## src/rtl/jk_bank_sequencer_if.sv

```systemverilog
// Command channel into jk_bank_sequencer: valid/ready handshake carrying op, data, count,
// plus the abort that cancels a running multi-step command.
interface jk_bank_sequencer_if #(
    parameter int WIDTH = 4,
    parameter int CNTW  = 8
);
    logic             cmd_valid;
    logic             cmd_ready;
    logic [2:0]       cmd_op;
    logic [WIDTH-1:0] cmd_data;
    logic [CNTW-1:0]  cmd_count;
    logic             abort;

    modport master (
        output cmd_valid, cmd_op, cmd_data, cmd_count, abort,
        input  cmd_ready
    );

    modport slave (
        input  cmd_valid, cmd_op, cmd_data, cmd_count, abort,
        output cmd_ready
    );
endinterface

```

## src/rtl/jk_bank_sequencer.sv

```systemverilog
// Sequences a WIDTH-bit bank of JK flip-flops from one command at a time, generating
// per-bit J/K drive and reporting completion (done) and counter wrap.
module jk_bank_sequencer #(
    parameter int WIDTH = 4,
    parameter int CNTW  = 8
) (
    input  logic                 clk,
    input  logic                 rst,
    jk_bank_sequencer_if.slave   cmd,
    output logic [WIDTH-1:0]     j_drv,
    output logic [WIDTH-1:0]     k_drv,
    output logic [WIDTH-1:0]     q,
    output logic [WIDTH-1:0]     qb,
    output logic                 busy,
    output logic                 done,
    output logic                 wrap
);

    typedef enum logic [1:0] {S_IDLE, S_EXEC, S_DONE} state_t;

    typedef enum logic [2:0] {
        OP_NOP    = 3'b000,
        OP_CLEAR  = 3'b001,
        OP_SET    = 3'b010,
        OP_TOGGLE = 3'b011,
        OP_LOAD   = 3'b100,
        OP_UP     = 3'b101,
        OP_DOWN   = 3'b110,
        OP_HOLD   = 3'b111
    } op_t;

    localparam logic [WIDTH-1:0] ONES = '1;

    state_t           state;
    op_t              op;
    logic [WIDTH-1:0] data;
    logic [CNTW-1:0]  remaining;

    logic             multi;
    logic             stall;
    logic             new_multi;
    logic             wrap_next;
    logic [WIDTH-1:0] up_t;
    logic [WIDTH-1:0] dn_t;

    assign multi     = op inside {OP_UP, OP_DOWN, OP_HOLD};
    assign new_multi = cmd.cmd_op inside {OP_UP, OP_DOWN, OP_HOLD};
    // abort only cancels count/hold; single-step ops always complete their edge
    assign stall     = (state == S_EXEC) && multi && cmd.abort;

    assign cmd.cmd_ready = (state == S_IDLE) && !rst;
    assign qb            = ~q;

    // Toggle enables for counting: bit i flips when all lower bits are 1 (up) or 0 (down).
    always_comb begin
        logic up_c;
        logic dn_c;
        // NOTE: combinational blocks use blocking '=' and assign every output a default
        // first, so no path leaves a signal unassigned and no latch is inferred.
        up_c = 1'b1;
        dn_c = 1'b1;
        up_t = '0;
        dn_t = '0;
        for (int i = 0; i < WIDTH; i++) begin
            up_t[i] = up_c;
            dn_t[i] = dn_c;
            up_c    = up_c & q[i];
            dn_c    = dn_c & qb[i];
        end
    end

    always_comb begin
        j_drv = '0;
        k_drv = '0;
        if (state == S_EXEC && !stall) begin
            case (op)
                OP_CLEAR:  begin j_drv = '0;    k_drv = ONES;  end
                OP_SET:    begin j_drv = ONES;  k_drv = '0;    end
                OP_TOGGLE: begin j_drv = data;  k_drv = data;  end
                OP_LOAD:   begin j_drv = data;  k_drv = ~data; end
                OP_UP:     begin j_drv = up_t;  k_drv = up_t;  end
                OP_DOWN:   begin j_drv = dn_t;  k_drv = dn_t;  end
                default:   begin j_drv = '0;    k_drv = '0;    end
            endcase
        end
    end

    assign wrap_next = (state == S_EXEC) && !stall &&
                       (((op == OP_UP) && (q == ONES)) || ((op == OP_DOWN) && (q == '0)));

    // NOTE: all state is updated with non-blocking '<=' so every register samples the
    // values from before the edge, independent of statement order.
    always_ff @(posedge clk or posedge rst) begin
        if (rst) begin
            state     <= S_IDLE;
            op        <= OP_NOP;
            data      <= '0;
            remaining <= '0;
            q         <= '0;
            busy      <= 1'b0;
            done      <= 1'b0;
            wrap      <= 1'b0;
        end else begin
            // JK bank: 00 hold, 01 clear, 10 set, 11 toggle
            q    <= (j_drv & ~q) | (~k_drv & q);
            wrap <= wrap_next;
            done <= 1'b0;
            case (state)
                S_IDLE: begin
                    if (cmd.cmd_valid && cmd.cmd_ready) begin
                        op        <= op_t'(cmd.cmd_op);
                        data      <= cmd.cmd_data;
                        remaining <= new_multi ? cmd.cmd_count : CNTW'(1);
                        if (cmd.cmd_op == OP_NOP || (new_multi && cmd.cmd_count == '0)) begin
                            state <= S_DONE;
                            done  <= 1'b1;
                        end else begin
                            state <= S_EXEC;
                            busy  <= 1'b1;
                        end
                    end
                end
                S_EXEC: begin
                    if (stall || remaining == CNTW'(1)) begin
                        state     <= S_DONE;
                        busy      <= 1'b0;
                        done      <= 1'b1;
                        remaining <= '0;
                    end else begin
                        remaining <= remaining - CNTW'(1);
                    end
                end
                default: begin
                    state <= S_IDLE;
                end
            endcase
        end
    end

endmodule

```

## src/flat_wrapper.sv

```systemverilog
// flat-port wrapper written by rule: the top's interface ports become plain ports
module jk_bank_sequencer_flat 
#(
    parameter int WIDTH = 4,
    parameter int CNTW  = 8
)
  (clk, rst, j_drv, k_drv, q, qb, busy, done, wrap, cmd_cmd_valid, cmd_cmd_op, cmd_cmd_data, cmd_cmd_count, cmd_abort, cmd_cmd_ready);
  jk_bank_sequencer_if #(.WIDTH(WIDTH), .CNTW(CNTW)) cmd_i ();
  input  logic clk;
  input  logic rst;
  output logic [WIDTH-1:0] j_drv;
  output logic [WIDTH-1:0] k_drv;
  output logic [WIDTH-1:0] q;
  output logic [WIDTH-1:0] qb;
  output logic busy;
  output logic done;
  output logic wrap;
  input wire logic [$bits(cmd_i.cmd_valid)-1:0] cmd_cmd_valid;
  input wire logic [$bits(cmd_i.cmd_op)-1:0] cmd_cmd_op;
  input wire logic [$bits(cmd_i.cmd_data)-1:0] cmd_cmd_data;
  input wire logic [$bits(cmd_i.cmd_count)-1:0] cmd_cmd_count;
  input wire logic [$bits(cmd_i.abort)-1:0] cmd_abort;
  output wire logic [$bits(cmd_i.cmd_ready)-1:0] cmd_cmd_ready;
  assign cmd_i.cmd_valid = cmd_cmd_valid;
  assign cmd_i.cmd_op = cmd_cmd_op;
  assign cmd_i.cmd_data = cmd_cmd_data;
  assign cmd_i.cmd_count = cmd_cmd_count;
  assign cmd_i.abort = cmd_abort;
  assign cmd_cmd_ready = cmd_i.cmd_ready;
  jk_bank_sequencer #(.WIDTH(WIDTH), .CNTW(CNTW)) u_core (.clk(clk), .rst(rst), .cmd(cmd_i), .j_drv(j_drv), .k_drv(k_drv), .q(q), .qb(qb), .busy(busy), .done(done), .wrap(wrap));
endmodule
```

## config.mk

```make
export PLATFORM = sky130hd
export DESIGN_NAME = jk_bank_sequencer_flat
export DESIGN_NICKNAME = d
export VERILOG_FILES = /design/src/rtl/jk_bank_sequencer_if.sv /design/src/rtl/jk_bank_sequencer.sv /design/src/flat_wrapper.sv
export SDC_FILE = /design/constraint.sdc
export NUM_CORES = 1
export LEC_CHECK = 0
export CORE_MARGIN = 2
export CORE_UTILIZATION = 30
export CTS_CLUSTER_SIZE = 30
export DETAILED_ROUTE_END_ITERATION = 10
export GPL_TIMING_DRIVEN = 1
export PLACE_DENSITY = 0.62
export SETUP_SLACK_MARGIN = 0.3
export SKIP_CTS_REPAIR_TIMING = 1
export SYNTH_ARGS = -nofsm -noshare
export SYNTH_HDL_FRONTEND = slang
export SYNTH_SLANG_ARGS = --single-unit
```

## constraint.sdc

```tcl
create_clock -name clk -period 1.9 [get_ports clk]
set_clock_uncertainty 0.2 [all_clocks]
set_input_delay 0.19 -clock clk [delete_from_list [all_inputs] [get_ports clk]]
set_output_delay 0.19 -clock clk [all_outputs]
set_load 0.005 [all_outputs]
```

* After elaboration in Yosys (flattened, before gate mapping)
Index checks and enable logic that the tools add are counted.
Operators by class: multiply operators 0, $lt $le $gt $ge 0, multiplexer cells 20, shift operators 0, $add $sub $neg 1, divide/modulo/power cells 0, bitwise gates (word level) 10, equal/unequal tests 16, reduce and logical (&&, ||, !) cells 26
Operators by type and width (count):
- $mux 8 | 3
- $eq 3x3->1 const B | 7
- $pmux 4 s5 | 1
- $pmux 4 s4 | 1
- $pmux 8 s2 | 1
- $not 4->4 | 3
- $logic_and 1x1->1 | 9
- $and 4x4->4 | 2
- $eq 8x1->1 const B | 1
- $logic_not 8->1 | 1
- $mux 4 | 2
- $sub 8x1->8 const B | 1
- $eq 3x2->1 const B | 2
- $mux 1 | 6
- $mux 2 | 3
- $ne 2x2->1 const B | 3
- $reduce_and 2->1 | 3
- $reduce_bool 3->1 | 2
- $and 1x1->1 | 4
- $eq 4x4->1 const B | 1
- $logic_not 4->1 | 1
- $or 4x4->4 | 1
- $pmux 1 s2 | 2
- $pmux 2 s2 | 1
- 9 further kinds | 12
Word-level totals: memory bits (writable) 0, memories 0, memory bits (read-only) 0, word-level logic and storage cells 81, output and inout bits 20, bits of input ports 19, register bits 24, bits in latches 0

* Depth between registers and ports, before layout
depth after elaboration 10, mapped depth 6, mapped depth without buffers 6

* Least setup slack after synthesis
OpenSTA, ideal clock, no wires.
path type register -> register, from reg u_core.remaining[1], to reg u_core.remaining[3], required time 1.574 ns, stages on the path, launching flop included 7, arrival 1.678 ns, setup slack -0.104 ns, setup time 0.126 ns, clock period less this slack 2.004 ns, path buffers 0, cells stage by stage dfrtp_1 inv_1 ha_1 or3b_2 o211ai_4 o21ai_2 a221o_1
Between the ends: word-level cells in the longest chain between the ends 4, elaborated cells on any way between the ends 5, classes of those cells add/sub: 1; eq/ne: 1; mux: 2; reduce/logical: 1
RTL lines:
- from (decl) | RTL line jk_bank_sequencer.sv:37 | logic [CNTW-1:0] remaining;
- from (signal assigned) | RTL line jk_bank_sequencer.sv:113 | remaining <= new_multi ? cmd.cmd_count : CNTW'(1);
- from (signal assigned) | RTL line jk_bank_sequencer.sv:130 | remaining <= remaining - CNTW'(1);
- branches (longest 2 deep; another with $sub 8x1->8)
- $mux 8 * | RTL line jk_bank_sequencer.sv:124 | if (stall || remaining == CNTW'(1)) begin
- $pmux 8 s2 * | RTL line jk_bank_sequencer.sv:108 | case (state)
Mark *: on every way between the ends. A chain may end at the register's enable or synchronous reset.

* Worst setup path in the final report
from reg u_core.op[0], to out k_drv[3]
Between the ends: word-level cells in the longest chain between the ends 7, elaborated cells on any way between the ends 13, classes of those cells eq/ne: 6; mux: 2; reduce/logical: 5
RTL lines:
- from (decl) | RTL line jk_bank_sequencer.sv:35 | op_t op;
- from (signal assigned) | RTL line jk_bank_sequencer.sv:111 | op <= op_t'(cmd.cmd_op);
- $eq 3x3->1, on equally long branches | RTL line jk_bank_sequencer.sv:46, jk_bank_sequencer.sv:76
- $reduce_bool 3->1 | RTL line jk_bank_sequencer.sv:46 | assign multi = op inside {OP_UP, OP_DOWN, OP_HOLD};
- $logic_and 1x1->1 (2 in series) | RTL line jk_bank_sequencer.sv:49 | assign stall = (state == S_EXEC) && multi && cmd.abort;
- $logic_not 1->1 | RTL line jk_bank_sequencer.sv:75 | if (state == S_EXEC && !stall) begin
- $logic_and 1x1->1 | RTL line jk_bank_sequencer.sv:75
- $mux 4 * | RTL line jk_bank_sequencer.sv:75
- to (decl) | RTL line flat_wrapper.sv:12 | output logic [WIDTH-1:0] k_drv;
Every way passes the cells marked *; elsewhere a longest branch is shown, timed or not.

==> flow_summary.toml <==
[critical_path]
cp.arrival_ns = 1.73
required_ns = 1.51
critPathSlowestCell = "dfrtp_2"
crit_path_max_incr_delay_ns = 0.45
crit_type = "flip-flop to output port"
cp_max_fo = 5
crit_chain = "buf_4 > o211ai_1 > nand2_2 > nor4_4 > clkbuf_2"
start_kind = "flip-flop"
cp-end-kind = "output port"

[global_routing]
track_usage = 0.1595
antenna_found_initial = 0
grt_pass1_wl_mm = 7.610
grt_pass1_vias = 1583
gr-total-overflow = 0
grt_max_degree = 16

[clock_tree]
numCtsBuffers = 3
cts_root_buffer = "clkbuf_8"
cts_tree = "done"
clkTransAtPathRegs_ns = 0.08
insertion_delay_ns = 0.27
cts_buffer_depth = 2
htree_levels = 1
cts_sinks = 24

[synth]
async_flop_share = 1.000
yosysWarnings = 0
ys_seq_area_frac = 0.3730
synthTopCellsByArea = "dfrtp_1 (37%), o21ai_0 (5.3%), mux2i_1 (3.7%), mux2_2 (3.5%), a21oi_1 (3.4%)"
yosysTopAreaCellShare = 0.3730
netlist_instances = 180
ys_ff_latch = 24
synth-edff-count = 0
synth.avg_cell_area_um2 = 8.946
synth_ff_type = "dfrtp_1"
ys_types = 51
syn_area_mm2 = 0.001610
yosys.area.top_type = "dfrtp_1"
syn_nets = 201

[floorplanning]
fp.dieW_um = 77.27
die_area_mm2 = 0.005970
die_h_um = 77.27
std_cell_rows = 26
core_area_mm2 = 0.005140
start_util = 0.3133
pin_count = 39

[power]
p_leak_nw = 1.404
irDropWorstVdd_mv = 0.8354
p_total_mw = 5.125
p_per_area_mw_per_mm2 = 1708

[routing]
wirelength_mm = 5.761
wl_per_cell_um = 15.83
vias_per_cell = 5.217
via_count = 1899
dr.pass1.iters = 4
drtIter0Drc = 131
drc_errors = 0
final_antenna_net_count = 0

[final_layout]
drive_above_1_share = 0.5068
fin_cells = 364
most-common-layout-cells = "buf_4 (61), clkdlybuf4s50_1 (19), dfrtp_1 (18)"
fin_nets = 316
layout_commonest_cell = "buf_4"
stdcell_area_mm2 = 0.003000
syn2layout_area_growth_pct = 86.32
antenna_cells = 0

[sta]
min_period_ns = 2.119
fin_crit_sh = 1.115
fmax_mhz = 471.9
finalHoldViolCount = 0
drv_slew = 0
rsz0062_at_grt = "true"
final.setup.tns_ns = -1.555
setup_viol = 13
tightest_slew_ns = 0.5650
slew_headroom = 0.6199
layout_setup_ws_ns = -0.2190

[placement]
dpl_cell_area_mm2 = 0.002492
port_buffers = 38
gp_congestion = 0.8435
dp_cells = 334
hpwl_mm = 3.703

[run]
maxCapViolCount = 0

[min_path]
hold_path.class = "flip-flop to flip-flop"

[status]
outcome = "finished, violations left"
violations = "setup timing"
[synth_stat cells, types with 2 or more instances]
| master | number |
|---|---|
| dfrtp_1 | 24 |
| o21ai_0 | 17 |
| nor2_1 | 13 |
| inv_1 | 12 |
| a21oi_1 | 11 |
| nor3_1 | 11 |
| nand2b_1 | 8 |
| mux2i_1 | 6 |
| mux2_2 | 5 |
| nand2_1 | 5 |
| nor2b_1 | 5 |
| nor4_1 | 5 |
| buf_2 | 4 |
| clkbuf_1 | 4 |
| nand3_1 | 4 |
| a22oi_1 | 3 |
| o2bb2ai_1 | 3 |
| a211o_1 | 2 |
| a221o_1 | 2 |
| a31oi_1 | 2 |
| ha_1 | 2 |
| o211a_1 | 2 |
| o221ai_1 | 2 |
[state kept, by name, indices dropped and copies added, names as in the netlist]
register	cells
u_core.busy	1
u_core.data	4
u_core.done	1
u_core.op	3
u_core.q	4
u_core.remaining	8
u_core.state	2
u_core.wrap	1
[final timing paths]
check / startpoint / end / slack [ns] / cells after the start
worst max-delay path: u_core.op[0]$_DFFE_PP0P_ / k_drv[3] / -0.22 / 5
worst min-delay path: u_core.busy$_DFFE_PP0P_ / u_core.busy$_DFFE_PP0P_ / 0.32 / 1
worst max register to register: u_core.remaining[3]$_DFFE_PP0P_ / u_core.remaining[3]$_DFFE_PP0P_ / -0.10 / 4
worst min register to register: u_core.busy$_DFFE_PP0P_ / u_core.busy$_DFFE_PP0P_ / 0.32 / 1
max in group asynchronous: rst / u_core.op[0]$_DFFE_PP0P_ / 0.81 / 5
min in group asynchronous: rst / u_core.remaining[7]$_DFFE_PP0P_ / 0.44 / 5
[critical path: cells and delay by family (launching register included)]
| kind | cells | cell delay, ns |
|---|---|---|
| and+or+nand+nor | 2 | 0.39 |
| AOI/OAI and AO/OA | 1 | 0.29 |
| DFF | 1 | 0.45 |
| buffers and inverters | 2 | 0.33 |
[final cells by class]
type                       count  area, µm²
multi-input combinational    135       1150
sequential                    24      608.1
timing repair buffer         119       1055
inverter                      12      45.04
clock buffer                   4      55.05
fill                         467       2140
tap                           70      87.58
[cells by family (layout without fill, tap and decap cells)]
kind of cell / after synthesis / after routing / synth area share
adder cells (fa/ha/maj): 2 / 2 / 0.01554
AO/OA/AOI/OAI: 59 / 59 / 0.2572
buffers and inverters: 21 / 135 / 0.05827
multiplexers: 11 / 11 / 0.07226
AND/OR/NAND/NOR: 62 / 62 / 0.2184
flip-flops: 24 / 24 / 0.3730
XOR/XNOR: 1 / 1 / 0.005440
[routing by layer]
layer / up-vias / routed length (µm) / track usage
met1: 928 / 2609 / 0.2281
met2: 54 / 2797 / 0.2452
met4: 0 / 112 / 0.04464
met5: - / 0 / 0
met3: 13 / 241 / 0.02941
li1: 904 / - / -
[per-stage QoR]
| stage | hold slack (ns) | setup slack (ns) | utilization |
|---|---|---|---|
| 2_1_floorplan | 0.004622 | -0.001518 | - |
| 3_3_place_gp | 0.2881 | -0.3066 | 0.4849 |
| 3_5_place_dp | 0.2898 | -0.3372 | 0.4849 |
| 4_1_cts | 0.1665 | -0.5630 | 0.4956 |
| 5_1_grt | 0.3426 | -0.2634 | 0.5837 |
| 6_report | 0.3187 | -0.2190 | 0.5837 |
[power breakdown]
part / leakage (nW) / switching (mW) / internal, mW
combinational: 1.08 / 1.67 / 2.11
sequential: 0.294 / 0.247 / 0.742
clock: 0.0288 / 0.171 / 0.185
total: 1.40 / 2.08 / 3.04
Power figures use the tool's default switching activity.
